File: config.mk
export PLATFORM = sky130hd
export DESIGN_NAME = uart_tx_fifo
export DESIGN_NICKNAME = d
export VERILOG_FILES = /design/src/rtl/uart_tx_fifo.sv
export SDC_FILE = /design/constraint.sdc
export NUM_CORES = 1
export LEC_CHECK = 0
export ABC_AREA = 1
export CORE_UTILIZATION = 53
export DETAILED_ROUTE_END_ITERATION = 12
export PLACE_DENSITY = 0.85
export SKIP_LAST_GASP = 1
export SYNTH_ARGS = -nofsm -noshare
export SYNTH_HDL_FRONTEND = slang
export SYNTH_SLANG_ARGS = --single-unit
File: constraint.sdc
create_clock -name clock -period 3.3 [get_ports clock]
set_clock_uncertainty 0.1 [all_clocks]
set_input_delay 0.66 -clock clock [delete_from_list [all_inputs] [get_ports clock]]
set_output_delay 0.66 -clock clock [all_outputs]
set_load 0.05 [all_outputs]
File: src/rtl/uart_tx_fifo.sv
// -----------------------------------------------------------------------------
// uart_tx_fifo
//   8N1 UART transmitter fed from a small byte FIFO. Bytes are pushed with a
//   valid/ready handshake and sent LSB first on ser_tx (idle high). The bit
//   period is cfg_div + 2 clock cycles. The divider is sampled into a working
//   copy whenever a frame starts, so a divider write only affects later frames.
//
// Ports
//   clock       in   system clock, all logic on rising edge
//   reset_n     in   asynchronous active-low reset
//   cfg_div_we  in   load cfg_div_in into the divider register
//   cfg_div_in  in   new divider value
//   cfg_div     out  current divider register
//   tx_data     in   byte to transmit
//   tx_valid    in   tx_data valid
//   tx_ready    out  FIFO can accept a byte
//   ser_tx      out  serial line, registered, idle high
//   busy        out  frame in progress or FIFO non-empty
//   fifo_count  out  bytes currently held in the FIFO
// -----------------------------------------------------------------------------
module uart_tx_fifo #(
  parameter int FIFO_DEPTH  = 8,
  parameter int DIV_WIDTH   = 16,
  parameter int DEFAULT_DIV = 104
) (
  input  logic                          clock,
  input  logic                          reset_n,
  input  logic                          cfg_div_we,
  input  logic [DIV_WIDTH-1:0]          cfg_div_in,
  output logic [DIV_WIDTH-1:0]          cfg_div,
  input  logic [7:0]                    tx_data,
  input  logic                          tx_valid,
  output logic                          tx_ready,
  output logic                          ser_tx,
  output logic                          busy,
  output logic [$clog2(FIFO_DEPTH):0]   fifo_count
);

  localparam int PTR_W  = $clog2(FIFO_DEPTH);
  localparam int CNT_W  = PTR_W + 1;
  // One extra bit so div + 1 never overflows for the largest divider.
  localparam int BAUD_W = DIV_WIDTH + 1;

  localparam logic [1:0] S_IDLE  = 2'd0;
  localparam logic [1:0] S_START = 2'd1;
  localparam logic [1:0] S_DATA  = 2'd2;
  localparam logic [1:0] S_STOP  = 2'd3;

  // FIFO storage (data only, never reset)
  logic [7:0]           mem_q [FIFO_DEPTH];
  logic [PTR_W-1:0]     wr_ptr_q, wr_ptr_d;
  logic [PTR_W-1:0]     rd_ptr_q, rd_ptr_d;
  logic [CNT_W-1:0]     count_q, count_d;

  // Divider register and the per-frame working copy
  logic [DIV_WIDTH-1:0] div_q, div_d;
  logic [DIV_WIDTH-1:0] div_lat_q, div_lat_d;

  // Transmit FSM
  logic [1:0]           state_q, state_d;
  logic [BAUD_W-1:0]    baud_q, baud_d;
  logic [2:0]           bit_idx_q, bit_idx_d;
  logic [7:0]           shift_q, shift_d;
  logic                 ser_tx_q, ser_tx_d;

  logic                 push;
  logic                 pop;
  logic                 fifo_nonempty;
  logic                 baud_last;

  assign fifo_nonempty = (count_q != '0);
  // Readiness looks only at the registered count: a pop in the same cycle
  // never frees a slot for a push when the FIFO is full.
  assign tx_ready      = (count_q < CNT_W'(FIFO_DEPTH));
  assign push          = tx_valid & tx_ready;

  // Last cycle of a bit period: counter runs 0 .. div_lat + 1 (P cycles).
  assign baud_last     = (baud_q == ({1'b0, div_lat_q} + BAUD_W'(1)));

  assign cfg_div    = div_q;
  assign ser_tx     = ser_tx_q;
  assign fifo_count = count_q;
  assign busy       = (state_q != S_IDLE) | fifo_nonempty;

  // ---------------------------------------------------------------------------
  // FIFO pointer / count next state
  // ---------------------------------------------------------------------------
  always_comb begin
    wr_ptr_d = wr_ptr_q;
    rd_ptr_d = rd_ptr_q;
    count_d  = count_q;
    // Pointer width equals log2(depth), so increment wraps modulo depth.
    if (push) wr_ptr_d = wr_ptr_q + PTR_W'(1);
    if (pop)  rd_ptr_d = rd_ptr_q + PTR_W'(1);
    case ({push, pop})
      2'b10:   count_d = count_q + CNT_W'(1);
      2'b01:   count_d = count_q - CNT_W'(1);
      default: count_d = count_q;
    endcase
  end

  assign div_d = cfg_div_we ? cfg_div_in : div_q;

  // ---------------------------------------------------------------------------
  // Transmit FSM next state
  // ---------------------------------------------------------------------------
  always_comb begin
    state_d   = state_q;
    baud_d    = baud_q;
    bit_idx_d = bit_idx_q;
    shift_d   = shift_q;
    div_lat_d = div_lat_q;
    pop       = 1'b0;

    case (state_q)
      S_IDLE: begin
        baud_d = '0;
        if (fifo_nonempty) begin
          pop       = 1'b1;
          shift_d   = mem_q[rd_ptr_q];
          div_lat_d = div_q;
          state_d   = S_START;
        end
      end

      S_START: begin
        if (baud_last) begin
          baud_d    = '0;
          bit_idx_d = 3'd0;
          state_d   = S_DATA;
        end else begin
          baud_d = baud_q + BAUD_W'(1);
        end
      end

      S_DATA: begin
        if (baud_last) begin
          baud_d  = '0;
          shift_d = {1'b0, shift_q[7:1]};
          if (bit_idx_q == 3'd7) begin
            state_d = S_STOP;
          end else begin
            bit_idx_d = bit_idx_q + 3'd1;
          end
        end else begin
          baud_d = baud_q + BAUD_W'(1);
        end
      end

      S_STOP: begin
        if (baud_last) begin
          baud_d = '0;
          // Chain straight into the next start bit when data is waiting,
          // so back-to-back frames have no idle gap.
          if (fifo_nonempty) begin
            pop       = 1'b1;
            shift_d   = mem_q[rd_ptr_q];
            div_lat_d = div_q;
            state_d   = S_START;
          end else begin
            state_d = S_IDLE;
          end
        end else begin
          baud_d = baud_q + BAUD_W'(1);
        end
      end

      default: begin
        state_d = S_IDLE;
        baud_d  = '0;
      end
    endcase
  end

  // Line level is derived from the current state and registered, so ser_tx
  // trails the state register by one cycle and cannot glitch.
  always_comb begin
    ser_tx_d = 1'b1;
    case (state_q)
      S_START: ser_tx_d = 1'b0;
      S_DATA:  ser_tx_d = shift_q[0];
      default: ser_tx_d = 1'b1;
    endcase
  end

  // ---------------------------------------------------------------------------
  // Control registers
  // ---------------------------------------------------------------------------
  always_ff @(posedge clock or negedge reset_n) begin
    if (!reset_n) begin
      wr_ptr_q  <= '0;
      rd_ptr_q  <= '0;
      count_q   <= '0;
      div_q     <= DIV_WIDTH'(DEFAULT_DIV);
      div_lat_q <= DIV_WIDTH'(DEFAULT_DIV);
      state_q   <= S_IDLE;
      baud_q    <= '0;
      bit_idx_q <= 3'd0;
      ser_tx_q  <= 1'b1;
    end else begin
      wr_ptr_q  <= wr_ptr_d;
      rd_ptr_q  <= rd_ptr_d;
      count_q   <= count_d;
      div_q     <= div_d;
      div_lat_q <= div_lat_d;
      state_q   <= state_d;
      baud_q    <= baud_d;
      bit_idx_q <= bit_idx_d;
      ser_tx_q  <= ser_tx_d;
    end
  end

  // ---------------------------------------------------------------------------
  // Data registers (no reset needed: always written before being used)
  // ---------------------------------------------------------------------------
  always_ff @(posedge clock) begin
    if (push) mem_q[wr_ptr_q] <= tx_data;
    shift_q <= shift_d;
  end

endmodule

==> results.json <==
{
  "syn_area_sq_um": 6830,
  "cts_tree": "done",
  "seqPwrFrac_pct": 34.9,
  "core_area_sq_um": 12600,
  "cts_buffer_depth": 2,
  "p_leak_nw": 3.48,
  "min_period_ns": 3.38,
  "worstMarginPinSlew_ns": 1.07,
  "crit_path_cell_trace": "nand3_2 > nor2_2 > nand3_1 > nand2_1 > nand2_1 > nand2_1 > nand3b_1 > nor2_4 > nand3_2 > nand2_2 > nand2_2 > inv_2 > ha_4 > ha_4 > nand2_1 > nor2_1 > a211oi_2 > nor2_1 > nor2_1 > nand2_1 > xor2_1",
  "htree_levels": 4,
  "regToRegStartpoint": "div_lat_q[3]$_DFFE_PN1P_",
  "setup_viol": 1,
  "fin_crit_sh_pct": 103,
  "maxCapViolations": 0,
  "die_w_microns": 116,
  "critPathLaunchType": "flip-flop",
  "yosys_warnings": 0,
  "combPwrFrac_pct": 40.7,
  "worstPathArrival_ns": 3.60,
  "synthCells": 712,
  "grt_pass1_wl_mm": 24.9,
  "required_ns": 3.52,
  "grt_max_degree": 35,
  "p_switching_mw": 3.12,
  "ys_ff_latch": 137,
  "rsz0062_at_grt": "true",
  "worstSetupEndpointType": "flip-flop",
  "dr.pass1.iters": 8,
  "finalMaxSlewViolations": 0,
  "clock-sinks": 137,
  "gp_congestion": 0.901,
  "rr_worst_depth": 21,
  "die_y_microns": 116,
  "initial_core_util_pct": 54.3,
  "cts_root_buf": "clkbuf_16",
  "tns_ns": -0.0849,
  "max_stage_delay_ns": 0.58,
  "fmaxAchievable_ghz": 0.295,
  "min_path_type": "input port to asynchronous set/reset pin",
  "vias": 5345,
  "rows": 41,
  "path_clk_slew_ns": 0.07,
  "nFillCells": 880,
  "hpwl_mm": 10.1,
  "ys_types": 40,
  "synth_edf_count": 72,
  "antenna_cells": 0,
  "yosysSeqAreaShare_pct": 55.6,
  "r2r_end": "fifo_count[3]$_DFFE_PN0P_",
  "fin_area_sq_um": 8340,
  "holdWs_ns": 0.196,
  "worst-setup-path-type": "flip-flop to flip-flop",
  "outcome": "finished with violations",
  "via_per_inst": 5.49,
  "grt_antenna_before_repair": 0,
  "clkPwrFrac_pct": 24.3,
  "gr-total-overflow": 0,
  "post_drt_wl_per_cell_microns": 16.6,
  "ctsHoldBuffers": 0,
  "synth.area.top_cells": "edfxtp_1 (32%), dfrtp_1 (21%), nand2_1 (8.5%), nor2_1 (4.9%), inv_1 (3.7%)",
  "fp.dieArea_sq_um": 13300,
  "relSlewSlack_pct": 28.7,
  "drt_wl_total_mm": 16.1,
  "r2r_slack_ns": -0.08,
  "drive_above_1_share_pct": 17.2,
  "synth_ff_type": "edfxtp_1",
  "drc": 0,
  "p_int_mw": 4.42,
  "synth_top_area_share_pct": 31.7,
  "grtUsageTotal_pct": 24.8,
  "setup_ws_ns": -0.0849,
  "ant_nets": 0,
  "clock_latency_ns": 0.44,
  "numCtsBuffers": 17,
  "fin_nets": 833,
  "sw_frac_of_total_pct": 41.4,
  "ios": 51,
  "synth_nets": 756,
  "synth_top_area_cell": "edfxtp_1",
  "powerDensity_nw_per_um2": 903,
  "first_global_vias": 5142,
  "path_common_cell": "nand2_1",
  "dp.cells": 930,
  "peakVddDrop_uv": 861,
  "multi_input_area_sq_um": 2760,
  "finalHoldViolCount": 0,
  "critPathMaxFanout": 5,
  "violations": "negative setup slack",
  "fin_cells": 974,
  "drt_iter0_drc": 570,
  "cp_slowest_cell": "dfstp_2",
  "syn_to_final_growth_pct": 22.2,
  "io_buffers": 50,
  "dpl-instance-area_sq_um": 7570,
  "syn_area_per_cell_sq_um": 9.59,
  "async_reset_ff_share_pct": 47.4,
  "regArea_sq_um": 3800
}
-- repair_timing --
item / CTS / global route
setup buffers: 1 / 11
pin swaps: 2 / 12
endpoints found under the setup margin: 1 / 3
gates resized for setup: 4 / 21
-- sequential cells by signal (all words and copies together), names as in the netlist, 2 cells and up --
register    count
mem_q          64
baud_q         17
cfg_div        16
div_lat_q      16
shift_q         8
fifo_count      4
bit_idx_q       3
rd_ptr_q        3
wr_ptr_q        3
state_q         2
-- layer usage --
layer  vias up  global-route usage, %  share of wire (%)  wire length, microns
li1       2533                      -                  -                     -
met1      2537                   33.4                 42                  6710
met2       238                   39.2                 49                  7840
met3        37                   4.97                7.7                  1250
met4         0                   11.2                2.2                   352
met5         -                      0                  0                     0
-- cells in the final DEF, fill, tap and decap left out, drive strengths merged --
master           n
a211oi           1
a21oi            6
a31oi            2
buf             31
bufinv           1
clkbuf          18
clkdlybuf4s50   49
clkinv           8
clkinvlp         1
dfrtp           58
dfstp            7
edfxtp          72
fa               1
ha              15
inv             75
mux2i            8
nand2          170
nand3           45
nand3b           4
nand4            8
nor2            97
nor3            10
nor4             1
o211ai           7
o21a             1
o21ai           61
o21bai           2
o221ai           8
o32ai            8
or2              2
xnor2            8
xor2            17
-- worst max path at each step --
stage / start / end / slack (ns) / depth (start not counted)
global placement: div_lat_q[3]$_DFFE_PN1P_ / fifo_count[3]$_DFFE_PN0P_ / 0.07 / 21
CTS: div_lat_q[0]$_DFFE_PN0P_ / fifo_count[3]$_DFFE_PN0P_ / 0.01 / 24
global route: div_lat_q[3]$_DFFE_PN1P_ / fifo_count[3]$_DFFE_PN0P_ / -0.18 / 21
finish: div_lat_q[3]$_DFFE_PN1P_ / fifo_count[3]$_DFFE_PN0P_ / -0.08 / 21
floorplan: div_lat_q[0]$_DFFE_PN0P_ / fifo_count[3]$_DFFE_PN0P_ / 0.18 / 23
detailed placement: div_lat_q[1]$_DFFE_PN0P_ / fifo_count[3]$_DFFE_PN0P_ / -0.01 / 22
-- kinds of logic (layout without fill, tap and decap cells) --
kind of cell / count (synthesis) / count (layout) / synth area share, %
buf+inv: 93 / 183 / 5.57
fa+ha+maj: 16 / 16 / 3.04
simple gates: 337 / 337 / 22.1
xor+xnor: 25 / 25 / 3.21
compound gates: 96 / 96 / 9.29
flops: 137 / 137 / 55.6
mux: 8 / 8 / 1.17
-- synth_stat cells (10+ instances only) --
| master | instances |
|---|---|
| xor2_1 | 17 |
| o21ai_2 | 17 |
| o21ai_0 | 44 |
| inv_1 | 67 |
| clkbuf_1 | 13 |
| nor2_1 | 89 |
| nand3_1 | 43 |
| dfrtp_1 | 58 |
| nor3_1 | 10 |
| nand2_1 | 155 |
| ha_1 | 15 |
| nand2_2 | 11 |
| edfxtp_1 | 72 |
-- power by group through the flow --
stage | combinational (mW) | sequential (mW) | clock, mW
final | 3.07 | 2.63 | 1.83
after global routing | 3.37 | 2.68 | 1.91
after CTS | 2.84 | 2.61 | 1.83
after detailed placement | 2.74 | 2.63 | 0
after global placement | 2.67 | 2.62 | 0
after floorplan | 2.04 | 2.64 | 0
-- critical path: cells and delay by family (launching register included) --
family	cells	cell delay [ns]
AOI/OAI and AO/OA	1	0.25
xor gates and xnor gates	1	0.14
adders and majority gates	2	0.36
buffers and inverters	1	0.07
DFF	1	0.58
and+or+nand+nor	16	1.77
-- stage by stage --
stage	util [%]	power, mW	setup slack [ns]
CTS	65.0	7.28	0.0141
global placement	60.3	5.29	0.0679
floorplan	-	4.68	0.176
finish	66.4	7.54	-0.0849
global route	66.4	7.95	-0.185
detailed placement	60.3	5.38	-0.0125
-- cell type report --
cell class	count	share of cell area, %
tap	172	2.58
timing repair buffer	80	8.79
multi-input combinational	482	33.0
clock inverter	14	1.68
clock buffer	18	5.14
inverter	71	3.22
sequential	137	45.6
(Power assumes the default switching activity.)
